[config.mk]
export PLATFORM = sky130hd
export DESIGN_NAME = mixer_n_gain
export DESIGN_NICKNAME = d
export VERILOG_FILES = /design/src/rtl/mixer_pkg.sv /design/src/rtl/mac_slice.sv /design/src/rtl/mixer_n_gain.sv
export SDC_FILE = /design/constraint.sdc
export NUM_CORES = 1
export LEC_CHECK = 0
export ABC_AREA = 1
export BUFFER_PORTS_ARGS = -buffer_cell sky130_fd_sc_hd__buf_2
export CAP_MARGIN = 40
export CELL_PAD_IN_SITES_DETAIL_PLACEMENT = 1
export CELL_PAD_IN_SITES_GLOBAL_PLACEMENT = 2
export CORE_ASPECT_RATIO = 1.4
export CORE_MARGIN = 2
export CORE_UTILIZATION = 32
export DETAILED_ROUTE_END_ITERATION = 7
export PLACE_DENSITY = 0.77
export SYNTH_ARGS = -nofsm -noshare
export SYNTH_HDL_FRONTEND = slang
export SYNTH_SLANG_ARGS = --single-unit
[constraint.sdc]
create_clock -name bclk -period 6.3 [get_ports bclk]
set_input_delay 0.315 -clock bclk [delete_from_list [all_inputs] [get_ports bclk]]
set_output_delay 0.315 -clock bclk [all_outputs]
set_load 0.03 [all_outputs]
[src/rtl/mixer_pkg.sv]
// Shared types and helpers for the N-channel gain mixer.
package mixer_pkg;

  typedef enum logic [1:0] {
    IDLE   = 2'd0,
    ACCUM  = 2'd1,
    OUTPUT = 2'd2
  } state_t;

  // Saturation result: clamped value plus a flag telling whether clamping happened.
  typedef struct packed {
    logic               clip;
    logic signed [63:0] val;
  } sat_t;

  // Ceiling log2, used only on elaboration-time constants.
  function automatic int clog2(input int v);
    int r;
    int x;
    r = 0;
    x = v - 1;
    while (x > 0) begin
      r = r + 1;
      x = x >> 1;
    end
    return r;
  endfunction

  // Clamp a wide signed value into a signed field of the given bit count.
  function automatic sat_t sat_trunc(input logic signed [63:0] value, input int bits);
    logic signed [63:0] hi;
    logic signed [63:0] lo;
    sat_t               r;
    hi = (64'sd1 <<< (bits - 1)) - 64'sd1;
    lo = -(64'sd1 <<< (bits - 1));
    if (value > hi) begin
      r.val  = hi;
      r.clip = 1'b1;
    end else if (value < lo) begin
      r.val  = lo;
      r.clip = 1'b1;
    end else begin
      r.val  = value;
      r.clip = 1'b0;
    end
    return r;
  endfunction

endpackage

[src/rtl/mac_slice.sv]
// Registered signed-sample x unsigned-gain multiply-accumulate with clear and enable.
module mac_slice #(
  parameter int DATA_W = 16,
  parameter int COEF_W = 8,
  parameter int ACC_W  = 27
) (
  input  logic                     clk_i,
  input  logic                     rst_n_i,
  input  logic                     clr_i,
  input  logic                     en_i,
  input  logic signed [DATA_W-1:0] sample_i,
  input  logic        [COEF_W-1:0] coef_i,
  output logic signed [ACC_W-1:0]  acc_o
);

  localparam int PROD_W = DATA_W + COEF_W + 1;

  logic signed [PROD_W-1:0] prod;
  logic signed [ACC_W-1:0]  acc_q;
  logic signed [ACC_W-1:0]  acc_d;

  // Gain is zero-extended by one bit so it multiplies as a non-negative signed value.
  assign prod = PROD_W'(sample_i) * PROD_W'($signed({1'b0, coef_i}));

  // Next accumulator value: clear wins over accumulate.
  always_comb begin
    acc_d = acc_q;
    if (clr_i) begin
      acc_d = '0;
    end else if (en_i) begin
      acc_d = acc_q + ACC_W'(prod);
    end
  end

  // Accumulator register.
  always_ff @(posedge clk_i or negedge rst_n_i) begin
    if (!rst_n_i) begin
      acc_q <= '0;
    end else begin
      acc_q <= acc_d;
    end
  end

  assign acc_o = acc_q;

endmodule

[src/rtl/mixer_n_gain.sv]
// N-channel mixer: per-channel gain and mute, one channel per bclk, saturated output per frame.
module mixer_n_gain
  import mixer_pkg::*;
#(
  parameter int BITSIZE  = 16,
  parameter int CHANNELS = 4,
  parameter int GAINBITS = 8
) (
  input  logic                           bclk,
  input  logic                           resetn,
  input  logic                           lrclk,
  input  logic [CHANNELS*BITSIZE-1:0]    in,
  input  logic [CHANNELS*GAINBITS-1:0]   gain,
  input  logic [CHANNELS-1:0]            mute,
  output logic signed [BITSIZE-1:0]      out,
  output logic                           out_valid,
  output logic                           clip,
  output logic                           overrun
);

  localparam int PRODW = BITSIZE + GAINBITS + 1;
  localparam int ACCW  = PRODW + clog2(CHANNELS);
  localparam int IDXW  = (CHANNELS > 1) ? clog2(CHANNELS) : 1;
  localparam logic [IDXW-1:0] LAST = IDXW'(CHANNELS - 1);

  state_t                       state_q, state_d;
  logic [IDXW-1:0]              idx_q, idx_d;
  logic                         lr_d1_q, lr_d2_q;
  logic                         start;
  logic                         snap, mac_clr, mac_en, publish;

  logic [CHANNELS*BITSIZE-1:0]  in_q;
  logic [CHANNELS*GAINBITS-1:0] gain_q;
  logic [CHANNELS-1:0]          mute_q;

  logic signed [BITSIZE-1:0]    sample_sel;
  logic [GAINBITS-1:0]          gain_sel;
  logic signed [ACCW-1:0]       acc;
  logic signed [ACCW-1:0]       shifted;
  sat_t                         sat;
  logic                         unused_sat_hi;

  logic signed [BITSIZE-1:0]    out_q;
  logic                         out_valid_q, clip_q, overrun_q;

  assign start = lr_d1_q & ~lr_d2_q;

  // lrclk history and sticky overrun flag.
  always_ff @(posedge bclk or negedge resetn) begin
    if (!resetn) begin
      lr_d1_q   <= 1'b0;
      lr_d2_q   <= 1'b0;
      overrun_q <= 1'b0;
    end else begin
      lr_d1_q <= lrclk;
      lr_d2_q <= lr_d1_q;
      if (start && (state_q != IDLE)) begin
        overrun_q <= 1'b1;
      end
    end
  end

  // State and channel index registers.
  always_ff @(posedge bclk or negedge resetn) begin
    if (!resetn) begin
      state_q <= IDLE;
      idx_q   <= '0;
    end else begin
      state_q <= state_d;
      idx_q   <= idx_d;
    end
  end

  // Next-state and index logic.
  always_comb begin
    state_d = state_q;
    idx_d   = idx_q;
    case (state_q)
      IDLE: begin
        if (start) begin
          state_d = ACCUM;
          idx_d   = '0;
        end
      end
      ACCUM: begin
        idx_d = idx_q + 1'b1;
        if (idx_q == LAST) begin
          state_d = OUTPUT;
        end
      end
      OUTPUT:  state_d = IDLE;
      default: state_d = IDLE;
    endcase
  end

  // Control strobes decoded from the current state.
  always_comb begin
    snap    = 1'b0;
    mac_clr = 1'b0;
    mac_en  = 1'b0;
    publish = 1'b0;
    case (state_q)
      IDLE: begin
        snap    = start;
        mac_clr = start;
      end
      ACCUM:   mac_en  = 1'b1;
      OUTPUT:  publish = 1'b1;
      default: ;
    endcase
  end

  // Frame snapshot; later input changes do not disturb the frame in progress.
  always_ff @(posedge bclk) begin
    if (snap) begin
      in_q   <= in;
      gain_q <= gain;
      mute_q <= mute;
    end
  end

  // Muted channels feed a zero sample so their product vanishes.
  always_comb begin
    sample_sel = in_q[idx_q*BITSIZE +: BITSIZE];
    gain_sel   = gain_q[idx_q*GAINBITS +: GAINBITS];
    if (mute_q[idx_q]) begin
      sample_sel = '0;
    end
  end

  mac_slice #(
    .DATA_W (BITSIZE),
    .COEF_W (GAINBITS),
    .ACC_W  (ACCW)
  ) u_mac (
    .clk_i    (bclk),
    .rst_n_i  (resetn),
    .clr_i    (mac_clr),
    .en_i     (mac_en),
    .sample_i (sample_sel),
    .coef_i   (gain_sel),
    .acc_o    (acc)
  );

  // Remove the unity-gain scale (floor toward -inf), then clamp to the sample range.
  always_comb begin
    shifted = acc >>> (GAINBITS - 1);
    sat     = sat_trunc({{(64 - ACCW){shifted[ACCW-1]}}, shifted}, BITSIZE);
  end

  assign unused_sat_hi = ^sat.val[63:BITSIZE];

  // Output stage: publish once per frame, hold between frames.
  always_ff @(posedge bclk or negedge resetn) begin
    if (!resetn) begin
      out_q       <= '0;
      out_valid_q <= 1'b0;
      clip_q      <= 1'b0;
    end else begin
      out_valid_q <= publish;
      if (publish) begin
        out_q  <= sat.val[BITSIZE-1:0];
        clip_q <= sat.clip;
      end
    end
  end

  assign out       = out_q;
  assign out_valid = out_valid_q;
  assign clip      = clip_q;
  assign overrun   = overrun_q;

endmodule

==> results.py <==
metrics = {
    "sta": {
        "timing.fmax_mhz": 165.9,
        "slew_headroom_pct": 46.89,
        "period_share_pct": 95.70,
        "final-setup-viol-count": 0,
        "finClkSkew_ns": 0.01625,
        "worst_slew_pin_slew_ns": 0.7967,
        "setup_tns_ns": 0,
        "finalCriticalPeriod_ns": 6.029,
        "finalHoldViolations": 0,
        "final_max_slew_viol_count": 0,
        "finalWorstSetupSlack_ns": 0.2709,
        "rsz0062_at_grt": "no",
    },
    "synthesis": {
        "ys_types": 37,
        "synth_edf_count": 100,
        "async_reset_ff_share_pct": 34.21,
        "synth_area_leader_cell": "edfxtp_1",
        "syn-instance-count": 1331,
        "synth_top_area_share_pct": 25.19,
        "synth-seq-cells": 152,
        "ys_seq_area_share_pct": 36.10,
        "ys_warn_count": 0,
        "syn_area_um2": 11920,
        "synth_area_leaders": "edfxtp_1 (25%), fa_1 (21%), dfrtp_1 (11%)",
        "synth_common_cells": "nand2_1 (289), inv_1 (277), nor2_1 (150)",
        "avgSynthCellArea_um2": 8.957,
        "synth.most_common_cell": "nand2_1",
        "synth-main-ff-cell": "edfxtp_1",
        "syn_nets": 1621,
    },
    "clocking": {
        "cts_tree": "built",
        "cts_sinks": 152,
        "clkTransAtPathRegs_ns": 0.08,
        "postCtsSetupBuffers": 0,
        "cts-htree-levels": 4,
        "cts_buffer_depth": 2,
        "clk_latency_ns": 0.46,
        "cts-root-buf": "clkbuf_16",
        "cts_buffers": 17,
    },
    "floorplan": {
        "core_area_um2": 36660,
        "io_pins": 122,
        "dieWidth_um": 167.1,
        "die_height_um": 232.4,
        "die_area_um2": 38840,
        "rows": 83,
        "initial_core_util_pct": 32.52,
    },
    "setup_path": {
        "slowest_stage": "fa_1",
        "worst-path-max-fanout": 12,
        "crit_path_end_kind": "flop",
        "start_kind": "flop",
        "r2r_cells": 23,
        "rrSetupSlack_ns": 0.27,
        "r2r-end": "u_mac.acc_o[21]",
        "slowest_delay_ns": 0.54,
        "cp_cell_sequence": "buf_4, or2_2, a32oi_2, buf_4, nor2_1, inv_1, fa_2, fa_1, inv_1, fa_1, fa_1, inv_1, fa_1, inv_1, ha_1, nand2_1, nor2_2, and2_1, nand3_1, nand3_1, nand2_1, nand3_1, o21ai_0",
        "path_class": "flop to flop",
        "timing.rr.start": "idx_q[0]",
        "arrival_ns": 6.34,
        "required_ns": 6.61,
    },
    "detailed_routing": {
        "vias_per_cell": 4.628,
        "drtIter0Drc": 284,
        "drt_first_pass_iters": 4,
        "drt.antenna.violating_nets": 0,
        "routed_wl_um": 33100,
        "wl_per_cell_um": 16.99,
        "drc_errors": 0,
        "vias": 9019,
    },
    "layout": {
        "antenna_cells": 0,
        "syn_to_final_growth_pct": 15.86,
        "final_layout_size_suffix_gt1_share_pct": 15.72,
        "nNetsFinal": 1759,
        "fillers": 4358,
        "stdcell_count": 1949,
    },
    "global_routing": {
        "antenna_found_initial": 0,
        "grt_overflow_total": 0,
        "grtUsageTotal_pct": 18.05,
        "grt_pass1_wl_um": 54020,
        "grt_max_degree": 74,
        "grt_pass1_vias": 10220,
    },
    "place": {
        "io_buffers": 121,
        "pre_cts_slack_ns": 0.06029,
        "dp_hpwl_um": 27030,
        "dp.cells": 1913,
        "globalplace.congestion": 0.8423,
    },
    "flow_run": {
        "drv_cap": 0,
    },
    "worst_hold_path": {
        "hold_path.class": "input port to asynchronous set/reset pin",
    },
    "run_status": {
        "status": "finished clean",
    },
}
==> cell usage in the layout, fill, tap and decap left out, drive strengths merged <==
cell type,n
edfxtp,100
a32oi,6
nor3,2
nand2,296
a22o,2
o21ai,77
nor4,1
xor2,2
clkinvlp,3
a32o,3
nand4,6
buf,149
o31ai,1
fa,127
inv,296
xnor2,2
ha,60
dfrtp,52
o21bai,5
a21o,1
a41oi,1
clkinv,1
nor2,161
o22ai,19
or2,16
clkbuf,18
bufinv,1
and2,4
dlygate4sd3,4
nand3,35
a21oi,31
==> critical path, delay by kind of cell, from the launching register on <==
kind | cells | cell delay [ns]
DFF | 1 | 0.50
buffers and inverters | 6 | 0.67
AOI/OAI and AO/OA | 2 | 0.36
and+or+nand+nor | 9 | 1.39
adders and majority gates | 6 | 2.93
==> state kept, by name (all words and copies together) (netlist names) <==
name / cells
overrun: 1
mute_q: 4
lr_d2_q: 1
u_mac.acc_o: 27
idx_q: 2
clip: 1
out: 16
lr_d1_q: 1
gain_q: 32
state_q: 2
in_q: 64
out_valid: 1
==> layer usage <==
metal  vias up  GRT usage [%]  part of all wire, %
li1       4390              -                    -
met1      4421          20.48                   41
met2       157          33.44                   53
met3        51          2.739                  2.8
met4         0          7.893                  3.9
met5         -              0                    0
==> logic make-up (layout without fill, tap and decap cells) <==
| kind of cell | count (synthesis) | in the layout | share of synthesized area (%) |
|---|---|---|---|
| adder cells (fa/ha/maj) | 187 | 187 | 27.62 |
| flip-flops | 152 | 152 | 36.10 |
| XOR/XNOR | 4 | 4 | 0.2939 |
| buffers and inverters | 321 | 472 | 10.98 |
| AND/OR/NAND/NOR | 521 | 521 | 17.74 |
| AO/OA/AOI/OAI | 146 | 146 | 7.263 |
==> through the flow <==
step                      hold WS [ns]  area [µm²]  utilization [%]
after global placement          0.3594       13110            35.75
after detailed placement        0.3655       13140            35.85
after floorplan                0.01941       11920                -
after CTS                    0.0005524       13760            37.54
after global routing          0.004884       13810            37.68
final                          0.02823       13810            37.68
==> timing repair <==
item                                    4_1_cts  5_1_grt
endpoints found under the setup margin        0       12
hold buffers                                  4        0
endpoints found under the hold margin         4        0
resized for setup                             0       17
==> how the worst max path moves through the flow <==
stage	start	endpoint	slack [ns]	cells past startpoint
CTS	idx_q[0]	u_mac.acc_o[26]	0.04	26
global placement	idx_q[1]	u_mac.acc_o[26]	0.17	26
finish	idx_q[0]	u_mac.acc_o[21]	0.27	23
global route	idx_q[0]	u_mac.acc_o[21]	0.006	23
floorplan	idx_q[0]	u_mac.acc_o[26]	0.94	26
detailed placement	idx_q[0]	u_mac.acc_o[26]	0.06	26
==> cell type report <==
cell class                 count  area, µm²  share of cell area, %
multi-input combinational    858       6349                  45.96
sequential                   152       4305                  31.17
inverter                     287       1087                  7.872
timing repair buffer         153      904.6                  6.550
tap                          467      584.3                  4.230
clock buffer                  18      429.2                  3.107
clock inverter                14      152.6                  1.105
Power is left out: the tool's default activity adds up to more than one toggle a clock period on the data nets, which glitch-free logic cannot reach.
